<file path="src/rtl/button_ctrl_pkg.sv">
// Shared defaults and the width helper for the button_ctrl block.
package button_ctrl_pkg;

  localparam int DEF_NUM_BTN       = 4;
  localparam int DEF_DEB_CYCLES    = 16;
  localparam int DEF_NUM_MODES     = 3;
  localparam int DEF_SW_W          = 4;
  localparam int DEF_REPEAT_DELAY  = 1000;
  localparam int DEF_REPEAT_PERIOD = 250;

  // Smallest width w with 2**w >= value.
  function automatic int clog2(input int value);
    int width;
    width = 0;
    while ((1 << width) < value) width++;
    return width;
  endfunction

endpackage

</file>
<file path="src/rtl/btn_debounce.sv">
// One push-button channel: 2-flop synchroniser, debounce counter, stable level,
// rise strobe and (with BUTTON_CTRL_REPEAT_EN defined) hold-to-repeat strobes.
module btn_debounce
  import button_ctrl_pkg::*;
#(
  parameter int DEB_CYCLES    = DEF_DEB_CYCLES
`ifdef BUTTON_CTRL_REPEAT_EN
  ,
  parameter bit REPEAT_ENABLE = 1'b0,
  parameter int REPEAT_DELAY  = DEF_REPEAT_DELAY,
  parameter int REPEAT_PERIOD = DEF_REPEAT_PERIOD
`endif
) (
  input  logic sysclk,
  input  logic reset,
  input  logic i_raw,
  output logic o_level,
  output logic o_press
);

  localparam int CNT_W = clog2(DEB_CYCLES);

  logic [1:0]       r_sync;
  logic [CNT_W-1:0] r_cnt;
  logic             r_level;
  logic             r_press;
  logic             w_differ;
  logic             w_flip;
  logic             w_rise;
  logic             w_repeat;

  assign w_differ = r_sync[1] ^ r_level;
  assign w_flip   = w_differ && (r_cnt == CNT_W'(DEB_CYCLES - 1));
  assign w_rise   = w_flip && !r_level;

  // NOTE: state registers use non-blocking assignments so every flop samples
  // pre-edge values; blocking here would collapse the synchroniser stages.
  always_ff @(posedge sysclk or posedge reset) begin
    if (reset) begin
      r_sync  <= '0;
      r_cnt   <= '0;
      r_level <= 1'b0;
      r_press <= 1'b0;
    end else begin
      r_sync  <= {r_sync[0], i_raw};
      r_cnt   <= (!w_differ || w_flip) ? '0 : r_cnt + CNT_W'(1);
      r_press <= w_rise || w_repeat;
      if (w_flip) r_level <= ~r_level;
    end
  end

`ifdef BUTTON_CTRL_REPEAT_EN
  if (REPEAT_ENABLE) begin : g_repeat
    localparam int REP_MAX = (REPEAT_DELAY > REPEAT_PERIOD) ? REPEAT_DELAY : REPEAT_PERIOD;
    localparam int REP_W   = clog2(REP_MAX + 1);

    logic [REP_W-1:0] r_rep_cnt;
    logic             r_rep_first;
    logic             w_rep_hit;

    // First repeat waits REPEAT_DELAY after the press strobe, later ones REPEAT_PERIOD.
    assign w_rep_hit = r_level && !w_flip &&
                       (r_rep_first ? (r_rep_cnt == REP_W'(REPEAT_DELAY - 1))
                                    : (r_rep_cnt == REP_W'(REPEAT_PERIOD - 1)));

    always_ff @(posedge sysclk or posedge reset) begin
      if (reset) begin
        r_rep_cnt   <= '0;
        r_rep_first <= 1'b0;
      end else if (w_rise) begin
        r_rep_cnt   <= '0;
        r_rep_first <= 1'b1;
      end else if (!r_level || w_flip || w_rep_hit) begin
        r_rep_cnt   <= '0;
        r_rep_first <= 1'b0;
      end else begin
        r_rep_cnt   <= r_rep_cnt + REP_W'(1);
      end
    end

    assign w_repeat = w_rep_hit;
  end else begin : g_no_repeat
    assign w_repeat = 1'b0;
  end
`else
  assign w_repeat = 1'b0;
`endif

  assign o_level = r_level;
  assign o_press = r_press;

endmodule

</file>
<file path="src/rtl/button_ctrl.sv">
// Debounced push-button front end with a mode selector on the change button.
// Optional hold-to-repeat strobes are built when BUTTON_CTRL_REPEAT_EN is defined.
module button_ctrl
  import button_ctrl_pkg::*;
#(
  parameter int NUM_BTN       = DEF_NUM_BTN,
  parameter int DEB_CYCLES    = DEF_DEB_CYCLES,
  parameter int NUM_MODES     = DEF_NUM_MODES,
  parameter int SW_W          = DEF_SW_W,
  parameter int REPEAT_DELAY  = DEF_REPEAT_DELAY,
  parameter int REPEAT_PERIOD = DEF_REPEAT_PERIOD,
  localparam int MODE_W       = clog2(NUM_MODES)
) (
  input  logic               sysclk,
  input  logic               reset,
  input  logic [NUM_BTN-1:0] btn,
  input  logic               change,
  input  logic [SW_W-1:0]    sw,
  output logic [MODE_W-1:0]  mode_idx,
  output logic               mode_pulse,
  output logic [NUM_BTN-1:0] btn_level,
  output logic [NUM_BTN-1:0] btn_press,
  output logic [SW_W-1:0]    sw_sync
);

  logic [NUM_BTN-1:0] w_level;
  logic [NUM_BTN-1:0] w_press;
  logic               w_change_press;
  logic               w_unused_change_level;
  logic [MODE_W-1:0]  r_mode;
  logic [MODE_W-1:0]  w_mode_next;
  logic [SW_W-1:0]    r_sw_meta;
  logic [SW_W-1:0]    r_sw_sync;

  for (genvar i = 0; i < NUM_BTN; i++) begin : g_btn
    btn_debounce #(
      .DEB_CYCLES   (DEB_CYCLES)
`ifdef BUTTON_CTRL_REPEAT_EN
      ,
      .REPEAT_ENABLE(1'b1),
      .REPEAT_DELAY (REPEAT_DELAY),
      .REPEAT_PERIOD(REPEAT_PERIOD)
`endif
    ) u_btn (
      .sysclk (sysclk),
      .reset  (reset),
      .i_raw  (btn[i]),
      .o_level(w_level[i]),
      .o_press(w_press[i])
    );
  end

  // The change button never auto-repeats: holding it advances the mode once.
  btn_debounce #(
    .DEB_CYCLES(DEB_CYCLES)
  ) u_change (
    .sysclk (sysclk),
    .reset  (reset),
    .i_raw  (change),
    .o_level(w_unused_change_level),
    .o_press(w_change_press)
  );

  assign w_mode_next = (r_mode == MODE_W'(NUM_MODES - 1)) ? '0 : r_mode + MODE_W'(1);

  always_ff @(posedge sysclk or posedge reset) begin
    if (reset) begin
      r_mode    <= '0;
      r_sw_meta <= '0;
      r_sw_sync <= '0;
    end else begin
      r_sw_meta <= sw;
      r_sw_sync <= r_sw_meta;
      if (w_change_press) r_mode <= w_mode_next;
    end
  end

  // The strobe cycle already shows the new mode; r_mode catches up on the next edge.
  assign mode_idx   = w_change_press ? w_mode_next : r_mode;
  assign mode_pulse = w_change_press;
  assign btn_level  = w_level;
  assign btn_press  = w_press & ~{NUM_BTN{w_change_press}};
  assign sw_sync    = r_sw_sync;

endmodule

</file>
<file path="config.mk">
export PLATFORM = sky130hd
export DESIGN_NAME = button_ctrl
export DESIGN_NICKNAME = d
export VERILOG_FILES = /design/src/rtl/button_ctrl_pkg.sv /design/src/rtl/btn_debounce.sv /design/src/rtl/button_ctrl.sv
export SDC_FILE = /design/constraint.sdc
export NUM_CORES = 1
export LEC_CHECK = 0
export CAP_MARGIN = 20
export CORE_ASPECT_RATIO = 1.25
export CORE_UTILIZATION = 38
export DETAILED_ROUTE_END_ITERATION = 10
export PLACE_DENSITY = 0.65
export SETUP_SLACK_MARGIN = 0.02
export SLEW_MARGIN = 20
export SYNTH_ARGS = -nofsm -noshare
export SYNTH_HDL_FRONTEND = slang
export SYNTH_HIERARCHICAL = 1
export SYNTH_SLANG_ARGS = --single-unit
</file>
<file path="constraint.sdc">
create_clock -name sysclk -period 1.8 [get_ports sysclk]
set_clock_uncertainty 0.05 [all_clocks]
set_input_delay 0.27 -clock sysclk [delete_from_list [all_inputs] [get_ports sysclk]]
set_output_delay 0.27 -clock sysclk [all_outputs]
set_load 0.02 [all_outputs]
</file>
==> impl_metrics.py <==
metrics = {
    "status": {
        "outcome": "finished clean",
    },
    "placed_design": {
        "placement.io_buffers": 25,
        "dpl_cell_area_um2": 2250,
        "dp_hpwl_mm": 2.38,
        "gp_congestion": 0.712,
        "placedCellCount": 220,
        "dp_slack_ps": 63.8,
    },
    "setup_path": {
        "r2r-start": "g_btn[2].u_btn/r_cnt[0]",
        "endpoint_kind": "primary output",
        "worst-setup-path-type": "flip-flop to primary output",
        "required_ps": 1480,
        "r2r_cells": 3,
        "critPathLaunch": "u_change/o_press",
        "startpoint_type": "flip-flop",
        "cp_max_fo": 8,
        "cp_data_arrival_time_ps": 1390,
    },
    "cts": {
        "cts_buffers": 5,
        "root_buffer": "clkbuf_8",
        "htreeDepth": 2,
        "cts.reportedPaths.clkPinSlew_ps": 100,
        "clock_path_buffers": 2,
        "hold_buffers": 0,
        "cts_tree": "yes",
        "cts_setup_buffers": 0,
        "clock-sinks": 50,
        "clkLatencyLatePin_ps": 300,
    },
    "sta": {
        "finalSetupViolations": 0,
        "finalCritPeriodShare_pct": 95.0,
        "relSlewSlack_pct": 74.3,
        "drv_slew": 0,
        "rsz0062_at_grt": "false",
        "fin_crit_ps": 1710,
        "setup_ws_ps": 90.4,
        "finalSetupTns_ps": 0,
        "finalHoldViolCount": 0,
        "tightest_slew_ps": 385,
        "fmax_mhz": 585,
    },
    "global_route": {
        "antenna_found_initial": 0,
        "grt_max_degree": 17,
        "grt.total_usage_pct": 13.6,
        "grt.overflow.total": 0,
        "grt_pass1_vias": 1149,
        "grt_pass1_wl_mm": 5.23,
    },
    "power_and_ir_drop": {
        "p_total_mw": 2.11,
        "ir_drop_mv": 0.645,
        "power_density_nw_per_um2": 895,
        "leakagePower_nw": 1.14,
    },
    "final_layout": {
        "antenna_cells": 0,
        "stdcell_area_um2": 2360,
        "nFillCells": 418,
        "finalNonFillerCells": 228,
        "final_cell_mix": "dfrtp_1, nor2_1, clkdlybuf4s50_1, inv_1, xnor2_1",
        "nets": 183,
        "layout_commonest_cell": "dfrtp_1",
        "area_growth_syn_to_layout_pct": 22.7,
        "drive_gt1_share_pct": 17.3,
    },
    "floorplanning": {
        "coreArea_um2": 4800,
        "design.portCount": 26,
        "die_w_um": 65.7,
        "rows": 28,
        "dieHeight_um": 81.6,
        "dieArea_um2": 5360,
        "start_util_pct": 40.1,
    },
    "logic_synthesis": {
        "avgSynthCellArea_um2": 14.3,
        "syn-cell-area_um2": 1930,
        "yosysUniqueCellTypes": 14,
        "syn_nets": 151,
        "syn_inst": 135,
        "ys_seq_area_share_pct": 65.0,
        "synth_seq_cells": 50,
        "yosysWarnings": 6,
    },
    "drt": {
        "vias_per_cell": 4.59,
        "detail_route.wirelength_mm": 3.12,
        "drt_iter0_drc": 35,
        "routedWlPerCell_um": 13.7,
        "drc": 0,
        "vias": 1046,
        "ant_nets": 0,
        "first_pass_iters": 4,
    },
    "hold_path": {
        "min_path_type": "flip-flop to flip-flop",
        "hold-path-cell-count": 0,
        "hold_path_startpoint": "r_sw_meta[1]",
    },
    "flow_run": {
        "cap_violations": 0,
    },
}
==> per-layer routing <==
layer	routed length, µm	vias up	GRT usage [%]
li1	-	489	-
met1	1230	527	14.3
met2	1730	26	24.7
met3	116	4	4.03
met4	46	0	5.87
met5	0	-	0
==> per-stage QoR <==
stage / hold WS, ps / util (%)
2_1_floorplan: 35.7 / -
3_3_place_gp: 283 / 46.9
3_5_place_dp: 292 / 46.9
4_1_cts: 307 / 49.1
5_1_grt: 317 / 49.2
6_report: 301 / 49.2
==> cells by family after synthesis <==
family | Yosys count | share of synthesized area [%]
AOI/OAI and AO/OA | 1 | 0.260
DFF | 50 | 65.0
xor gates and xnor gates | 15 | 6.82
muxes | 6 | 4.68
and+or+nand+nor | 46 | 17.7
buffers and inverters | 12 | 2.34
adders and majority gates | 5 | 3.25
==> cell type report <==
type,instances,area [µm²],area share (%)
multi-input combinational,73,629,26.6
timing repair buffer,25,246,10.4
tap,60,75.1,3.18
inverter,12,45.0,1.91
sequential,50,1250,53.0
clock inverter,3,45.0,1.91
clock buffer,5,68.8,2.91
==> registers in the layout (all words and copies together), names as in the netlist <==
signal	count
u_change/r_cnt	4
r_mode	2
g_btn.u_btn/r_sync	8
u_change/r_sync	2
g_btn.u_btn/o_level	4
g_btn.u_btn/r_cnt	16
u_change/o_level	1
r_sw_meta	4
sw_sync	4
u_change/o_press	1
g_btn.u_btn/o_press	4
==> synthesized netlist by cell type, drive strengths merged <==
cell type | count | area share (%)
nand2b | 5 | 3.6
nand3 | 10 | 5.8
ha | 5 | 3.2
nand3b | 1 | 0.39
nor3b | 5 | 1.9
xnor2 | 10 | 4.5
nor2 | 21 | 4.1
mux2 | 6 | 4.7
xor2 | 5 | 2.3
inv | 12 | 2.3
and2b | 4 | 1.8
o21ai | 1 | 0.26
dfrtp | 50 | 65
==> worst max-delay path, cell delays in order, from the launching register on <==
cell,delay [ps]
dfrtp_2,480
mux2_4,320
clkdlybuf4s15_1,290
==> report_power, final <==
part	total, mW	internal, mW	switching, mW
logic	0.137	0.0673	0.0696
clock network	0.772	0.413	0.358
registers	1.21	1.17	0.0358
==> path summary, 6_finish.rpt <==
| path | slack (ps) | to |
|---|---|---|
| max in group asynchronous | 1010 | sw_sync[3] |
| min | 300 | sw_sync[1] |
| min in group asynchronous | 360 | g_btn[0].u_btn/r_cnt[0] |
| max | 90 | mode_idx[0] |
| min reg2reg | 300 | sw_sync[1] |
| max reg2reg | 530 | g_btn[2].u_btn/o_level |
==> what timing repair did <==
item / 4_1_cts / 5_1_grt
gates cloned: 0 / 0
gates resized for setup: 7 / 3
pin swaps: 0 / 0
setup endpoints to repair: 7 / 3
Power figures use the tool's default switching activity.
